File: src/rtl/universal_shift_register_if.sv
// Datapath and burst-handshake bundle for the universal shift register.
// The master drives the controls and the slave returns status and data.
interface universal_shift_register_if #(
  parameter int N = 8
);
  logic [2:0]   mode;
  logic [N-1:0] d;
  logic         s_in_msb;
  logic         s_in_lsb;
  logic         start;
  logic         busy;
  logic         done;
  logic         s_out;
  logic [N-1:0] q;

  modport master (
    output mode, d, s_in_msb, s_in_lsb, start,
    input  busy, done, s_out, q
  );

  modport slave (
    input  mode, d, s_in_msb, s_in_lsb, start,
    output busy, done, s_out, q
  );
endinterface

File: src/rtl/universal_shift_register.sv
// Universal shift register with an N-cycle burst serializer. Mode ops land on q one cycle after sampling.
// A burst runs N cycles, and done pulses once afterwards. Inputs are ignored while busy; there is no backpressure.
module universal_shift_register #(
  parameter int N         = 8,
  parameter bit LSB_FIRST = 1'b1
) (
  input  logic                      clk,
  input  logic                      reset_n,
  universal_shift_register_if.slave bus
);
  localparam int CW = $clog2(N);
  localparam logic [CW-1:0] LAST = CW'(N - 1);

  typedef enum logic {IDLE, SHIFT} state_t;

  state_t       state_q;
  logic [CW-1:0] cnt_q;
  logic [N-1:0] q_q;
  logic [N-1:0] q_d;
  logic [N-1:0] burst_d;
  logic         busy_q;
  logic         done_q;

  always_comb begin
    burst_d = LSB_FIRST ? {bus.s_in_msb, q_q[N-1:1]} : {q_q[N-2:0], bus.s_in_lsb};
  end

  always_comb begin
    q_d = q_q;
    case (bus.mode)
      3'b000:  q_d = q_q;
      3'b001:  q_d = {bus.s_in_msb, q_q[N-1:1]};
      3'b010:  q_d = {q_q[N-2:0], bus.s_in_lsb};
      3'b011:  q_d = {q_q[0], q_q[N-1:1]};
      3'b100:  q_d = {q_q[N-2:0], q_q[N-1]};
      3'b101:  q_d = {q_q[N-1], q_q[N-1:1]};
      3'b110:  q_d = bus.d;
      default: q_d = '0;
    endcase
  end

  always_ff @(posedge clk or negedge reset_n) begin
    if (!reset_n) begin
      state_q <= IDLE;
      cnt_q   <= '0;
      q_q     <= '0;
      busy_q  <= 1'b0;
      done_q  <= 1'b0;
    end else begin
      case (state_q)
        IDLE: begin
          done_q <= 1'b0;
          if (bus.start) begin
            q_q     <= bus.d;
            cnt_q   <= '0;
            busy_q  <= 1'b1;
            state_q <= SHIFT;
          end else begin
            q_q <= q_d;
          end
        end
        SHIFT: begin
          q_q   <= burst_d;
          cnt_q <= cnt_q + CW'(1);
          // The final shift retires the burst; done is asserted on the same edge that busy drops.
          if (cnt_q == LAST) begin
            busy_q  <= 1'b0;
            done_q  <= 1'b1;
            state_q <= IDLE;
          end
        end
        default: state_q <= IDLE;
      endcase
    end
  end

  assign bus.q     = q_q;
  assign bus.busy  = busy_q;
  assign bus.done  = done_q;
  assign bus.s_out = LSB_FIRST ? q_q[0] : q_q[N-1];
endmodule

File: src/flat_wrapper.sv
// flat-port wrapper written by rule: the top's interface ports become plain ports
module universal_shift_register_flat 
#(
  parameter int N         = 8,
  parameter bit LSB_FIRST = 1'b1
)
  (clk, reset_n, bus_mode, bus_d, bus_s_in_msb, bus_s_in_lsb, bus_start, bus_busy, bus_done, bus_s_out, bus_q);
  universal_shift_register_if #(.N(N)) bus_i ();
  input  logic clk;
  input  logic reset_n;
  input wire logic [$bits(bus_i.mode)-1:0] bus_mode;
  input wire logic [$bits(bus_i.d)-1:0] bus_d;
  input wire logic [$bits(bus_i.s_in_msb)-1:0] bus_s_in_msb;
  input wire logic [$bits(bus_i.s_in_lsb)-1:0] bus_s_in_lsb;
  input wire logic [$bits(bus_i.start)-1:0] bus_start;
  output wire logic [$bits(bus_i.busy)-1:0] bus_busy;
  output wire logic [$bits(bus_i.done)-1:0] bus_done;
  output wire logic [$bits(bus_i.s_out)-1:0] bus_s_out;
  output wire logic [$bits(bus_i.q)-1:0] bus_q;
  assign bus_i.mode = bus_mode;
  assign bus_i.d = bus_d;
  assign bus_i.s_in_msb = bus_s_in_msb;
  assign bus_i.s_in_lsb = bus_s_in_lsb;
  assign bus_i.start = bus_start;
  assign bus_busy = bus_i.busy;
  assign bus_done = bus_i.done;
  assign bus_s_out = bus_i.s_out;
  assign bus_q = bus_i.q;
  universal_shift_register #(.N(N), .LSB_FIRST(LSB_FIRST)) u_core (.clk(clk), .reset_n(reset_n), .bus(bus_i));
endmodule
File: config.mk
export PLATFORM = sky130hd
export DESIGN_NAME = universal_shift_register_flat
export DESIGN_NICKNAME = d
export VERILOG_FILES = /design/src/rtl/universal_shift_register_if.sv /design/src/rtl/universal_shift_register.sv /design/src/flat_wrapper.sv
export SDC_FILE = /design/constraint.sdc
export NUM_CORES = 1
export LEC_CHECK = 0
export CORE_AREA = 2 2 51 53
export DETAILED_ROUTE_END_ITERATION = 6
export DIE_AREA = 0 0 53 55
export PLACE_DENSITY = 0.75
export SLEW_MARGIN = 25
export SYNTH_ARGS = -nofsm -noshare
export SYNTH_HDL_FRONTEND = slang
export SYNTH_SLANG_ARGS = --single-unit
export TNS_END_PERCENT = 5
File: constraint.sdc
create_clock -name clk -period 1.5 [get_ports clk]
set_input_delay 0.45 -clock clk [delete_from_list [all_inputs] [get_ports clk]]
set_output_delay 0.45 -clock clk [all_outputs]
set_load 0.01 [all_outputs]
# Yosys cells after proc, flatten, opt, wreduce, memory -nomap -nowiden
# Cells that the tools add are included.
[op_classes] add_sub_neg=1 mul=0 div=0 magnitude_cmp=0 eq_ne=11 shifts=0 n_mux=13 bitwise_logic=1 n_reduce_logical=3
[ops] operator="one-hot mux 8 bit (7 select lines)" count=1
[ops] operator="one-hot mux 8 bit (2 select lines)" count=1
[ops] operator="== test 3 bit, second input constant" count=4
[ops] operator="2-to-1 mux 8 bit" count=1
[ops] operator="== test 3 x 2 -> 1 bit, second input constant" count=2
[ops] operator="!= test 3 bit, second input constant" count=2
[ops] operator="one-hot mux 1 bit (2 select lines)" count=3
[ops] operator="one-hot mux 3 bit (2 select lines)" count=1
[ops] operator="2-to-1 mux 1 bit" count=5
[ops] operator="!= test 2 bit, second input constant" count=2
[ops] operator="AND reduction 2 bit" count=2
[ops] operator="adder 3 x 1 -> 3 bit, second input constant" count=1
[ops] operator="== test 3 x 1 -> 1 bit, second input constant" count=1
[ops] operator="logical NOT 3 bit" count=1
[ops] operator="2-to-1 mux 3 bit" count=1
[ops] operator="NOT 1 bit" count=1
[totals] regBits=14 latch_bits=0 ramBits=0 rom_bits=0 in_bits=16 word_cells=35 memories=0

# Longest topological paths before layout
[logic_depth] word_depth=4 depth_mapped=5 depth_no_buf=4

# Worst setup path before layout
# Ideal clock, no wire load.
[synth_path] kind="input to register" startpoint="in bus_mode[2]" endpoint="reg u_core.q_q[0], in the netlist u_core.bus.q[0]" t_arrival_ps=1323 required_time_ps=1366 slack_ps=43 path_stages=5 cell_sequence="buf_6 -> mux2_4 -> and3_4 -> a311oi_2 -> o21ai_1"
[synth_via] elab_chain_cells=4 word_cells_on_any_way=11 cone_classes="eq/ne (7); mux (3); reduce/logical (1)"
[synth_lines] element="from (decl)" line_no="flat_wrapper.sv:11" source="input wire logic [$bits(bus_i.mode)-1:0] bus_mode;"
[synth_lines] element="== test 3 bit (tied with other cells)" line_no="universal_shift_register.sv:30" source="case (bus.mode)"
[synth_lines] element="one-hot mux 8 bit (7 select lines)" line_no="universal_shift_register.sv:30"
[synth_lines] element="2-to-1 mux 8 bit" line_no="universal_shift_register.sv:53" source="if (bus.start) begin"
[synth_lines] element="one-hot mux 8 bit (2 select lines)" line_no="universal_shift_register.sv:50" source="case (state_q)"
[synth_lines] element="to (signal assigned)" line_no="universal_shift_register.sv:54" source="q_q <= bus.d;"
[synth_lines] element="to (signal assigned)" line_no="universal_shift_register.sv:59" source="q_q <= q_d;"
[synth_lines] element="to (signal assigned)" line_no="universal_shift_register.sv:63" source="q_q <= burst_d;"
[synth_lines] element="to (decl)" line_no="universal_shift_register.sv:18" source="logic [N-1:0] q_q;"
# Parallel ways exist; a longest one is shown, timed or not.
# A chain may end at the register's enable or synchronous reset.

# Worst setup path in the final report
[layout_path] startpoint="in bus_s_in_lsb" endpoint="reg u_core.q_q[0], in the netlist u_core.bus.q[0]"
[layout_via] elab_chain_cells=3
[layout_lines] element="from (decl)" line_no="flat_wrapper.sv:14" source="input wire logic [$bits(bus_i.s_in_lsb)-1:0] bus_s_in_lsb;"
[layout_lines] element="one-hot mux 8 bit (7 select lines)" line_no="universal_shift_register.sv:30"
[layout_lines] element="2-to-1 mux 8 bit" line_no="universal_shift_register.sv:53"
[layout_lines] element="one-hot mux 8 bit (2 select lines)" line_no="universal_shift_register.sv:50"
# No other way between the ends.

==> impl_results.md <==
- CTS buffer count: 3
- Power Density: 1480 nW/um^2
- Worst skew pair latency: 0.29 ns
- Remaining DRCs: 0
- Kind of critical path: input port to register
- R2R Setup Slk: 0.17 ns
- Max stage delay on crit path: 0.42 ns
- Vias in the first global route: 1054
- Commonest non-fill, non-tap cell in the layout: buf_4
- Slew @ Worst Pin: 0.291 ns
- Outcome: finished, final reports clean
- PortBufs: 26
- Largest net degree at the start of global routing: 15
- Cell row count: 18
- Worst VDD drop: 1120 uV
- Clk slew on worst S/H paths: 0.09 ns
- Final setup vio count: 0
- Slew HR: 0.804
- CP Launch Type: input port
- Worst R2R Path Depth: 4
- Most frequent cells in the layout: buf_4 (26), dlygate4sd2_1 (14), dfrtp_1 (14)
- Synth warnings: 0
- Drt wl/cell: 15.4 um
- Initial Util: 0.449
- Synth cell types: 40
- Max-cap viol count: 0
- Vias post-DR: 1080
- FMAX: 673 MHz
- Min-Delay Path Class: input port to async pin
- Final Non-Filler Cells: 191
- Post-synthesis net count: 131
- Gpl congestion: 0.838
- Buf/Inv on CP: 1
- Die H: 55 um
- I/O pin total: 27
- DR pass1 iterations: 4
- Fin nets: 180
- Vias per cell: 5.65
- Post-CTS Hold Fix Bufs: 0
- Final WL: 2.94 mm
- Crit-path cells: clkdlybuf4s50_1 -> mux2_4 -> and3_4 -> a311oi_2 -> o21ai_1
- Placed Cells: 185
- Detailed router's first-iteration violation count: 40
- Layout cells sized above 1: 0.317
- Final core occ: 0.648
- Syn Std Cell Area: 1060 um^2
- DP Wirelength: 2.21 mm
- Root Buffer Master: clkbuf_4
- Sequential cell area fraction in the yosys report: 0.330
- Clock net sink count: 14
- Reg-to-reg startpoint: u_core.state_q
- Final Power: 2.27 mW
- Bufs on Longest Clock Path: 2
- Synth Instances: 113
- Slowest CP cell: clkdlybuf4s50_1
- Crit end category: register
- Initial antenna violation count: 0
- Area delta synth->final: 44.5%
- CTS H-Tree Depth: 1
- Grt ovf: 0
- Data arrival, critical path: 1.65 ns
- Top delay family on crit path: buffers and inverters
- # diodes: 0
- Die Span X: 53 um
- First-pass GRT wire length: 4.64 mm
- Average cell area after synthesis: 9.39 um^2
- CTS tree: yes
- CP Max Fanout: 1
- Unrepaired setup endpoints after global routing: false
- Tot GR Track Use: 0.221
- Die area: 2920 um^2
- Core box area: 2360 um^2
- Final Hold Fails: 0
- Tcrit/Tclk final: 0.990
- CP required: 1.67 ns
- Leak Pwr: 0.702 nW
- Max Slew Vio Count: 0
- Fin crit period: 1.48 ns
- Synth Register Bits: 14
- Layout Skew: 0.000432 ns
- Reg-to-Reg End: u_core.bus.q[0]
- Final ANT Viol Nets: 0
layer usage:
metal | up-vias | wire, um | global-route usage
met4 | 0 | 42 | 0.0812
li1 | 522 | - | -
met2 | 38 | 1540 | 0.415
met3 | 4 | 138 | 0.0349
met5 | - | 0 | 0
met1 | 516 | 1220 | 0.254
cells by family after synthesis:
logic type	synth area share
AND/OR/NAND/NOR	0.158
adder cells (fa/ha/maj)	0.0236
XOR/XNOR	0.00826
buffers and inverters	0.0920
AO/OA/AOI/OAI	0.300
flip-flops	0.330
multiplexers	0.0884
area by class of cell:
class / count / area [um^2]
Fill cell: 206 / 832
Multi-Input combinational cell: 80 / 616
Clock buffer: 4 / 36.3
Sequential cell: 14 / 350
Inverter: 10 / 37.5
Timing Repair Buffer: 53 / 455
Tap cell: 30 / 37.5
flip-flops by register name (all words and copies together) (netlist names):
name and cells:
u_core.bus.done 1, u_core.bus.q 8, u_core.bus.busy 1, u_core.state_q 1, u_core.cnt_q 3
stage by stage:
stage          worst slack [ns]  hold WS (ns)  TNS, ns  area [um^2]
2_1_floorplan            0.0428         0.154        0         1060
3_3_place_gp             -0.545         0.474    -4.28         1500
3_5_place_dp             -0.596         0.498    -4.54         1500
4_1_cts                  0.0146         0.481        0         1530
5_1_grt                 0.00607         0.477        0         1530
6_report                 0.0151         0.473        0         1530
Yosys cell counts, drive strengths merged:
| library cell | count | area (um^2) |
|---|---|---|
| dfrtp | 14 | 350 |
| nand2 | 13 | 48.8 |
| a21oi | 11 | 55.1 |
| inv | 10 | 37.5 |
| buf | 8 | 56.3 |
| mux2 | 8 | 93.8 |
| o22ai | 6 | 37.5 |
| a22oi | 5 | 37.5 |
| a2bb2oi | 3 | 26.3 |
| nor2 | 3 | 18.8 |
| a22o | 2 | 17.5 |
| ha | 2 | 25.0 |
| nand3 | 2 | 10.0 |
| nand3b | 2 | 15.0 |
| nor3 | 2 | 21.3 |
| o2111ai | 2 | 17.5 |
| o21ai | 2 | 10.0 |
| o22a | 2 | 17.5 |
| or3 | 2 | 17.5 |
| a221oi | 1 | 15.0 |
| a222oi | 1 | 10.0 |
| a311oi | 1 | 15.0 |
| a31oi | 1 | 12.5 |
| and2b | 1 | 8.76 |
| and3 | 1 | 11.3 |
| and4b | 1 | 10.0 |
| clkbuf | 1 | 3.75 |
| nor2b | 1 | 6.26 |
| o211ai | 1 | 21.3 |
| o21a | 1 | 7.51 |
| o31ai | 1 | 7.51 |
| o32a | 1 | 10.0 |
| xnor2 | 1 | 8.76 |
power breakdown:
part           leakage, nW  switching (mW)  internal (mW)
registers            0.166           0.139          0.563
logic                0.515           0.588          0.693
clock network       0.0210           0.134          0.148
worst max-delay path by stage:
stage	from	to	slack (ns)	cells after the start
2_1_floorplan	bus_mode[2]	u_core.bus.q[0]	0.04	5
3_3_place_gp	bus_mode[2]	u_core.bus.q[0]	-0.54	6
3_5_place_dp	bus_mode[2]	u_core.bus.q[0]	-0.60	6
4_1_cts	bus_d[0]	u_core.bus.q[0]	0.01	5
5_1_grt	u_core.bus.q[5]	bus_q[5]	0.006	1
6_report	bus_s_in_lsb	u_core.bus.q[0]	0.02	5
repair_timing:
action	in CTS	in global routing
pin swaps	1	1
resized for setup	17	2
endpoints found under the setup margin	19	2
setup buffers	1	1
Power figures use the tool's default switching activity.
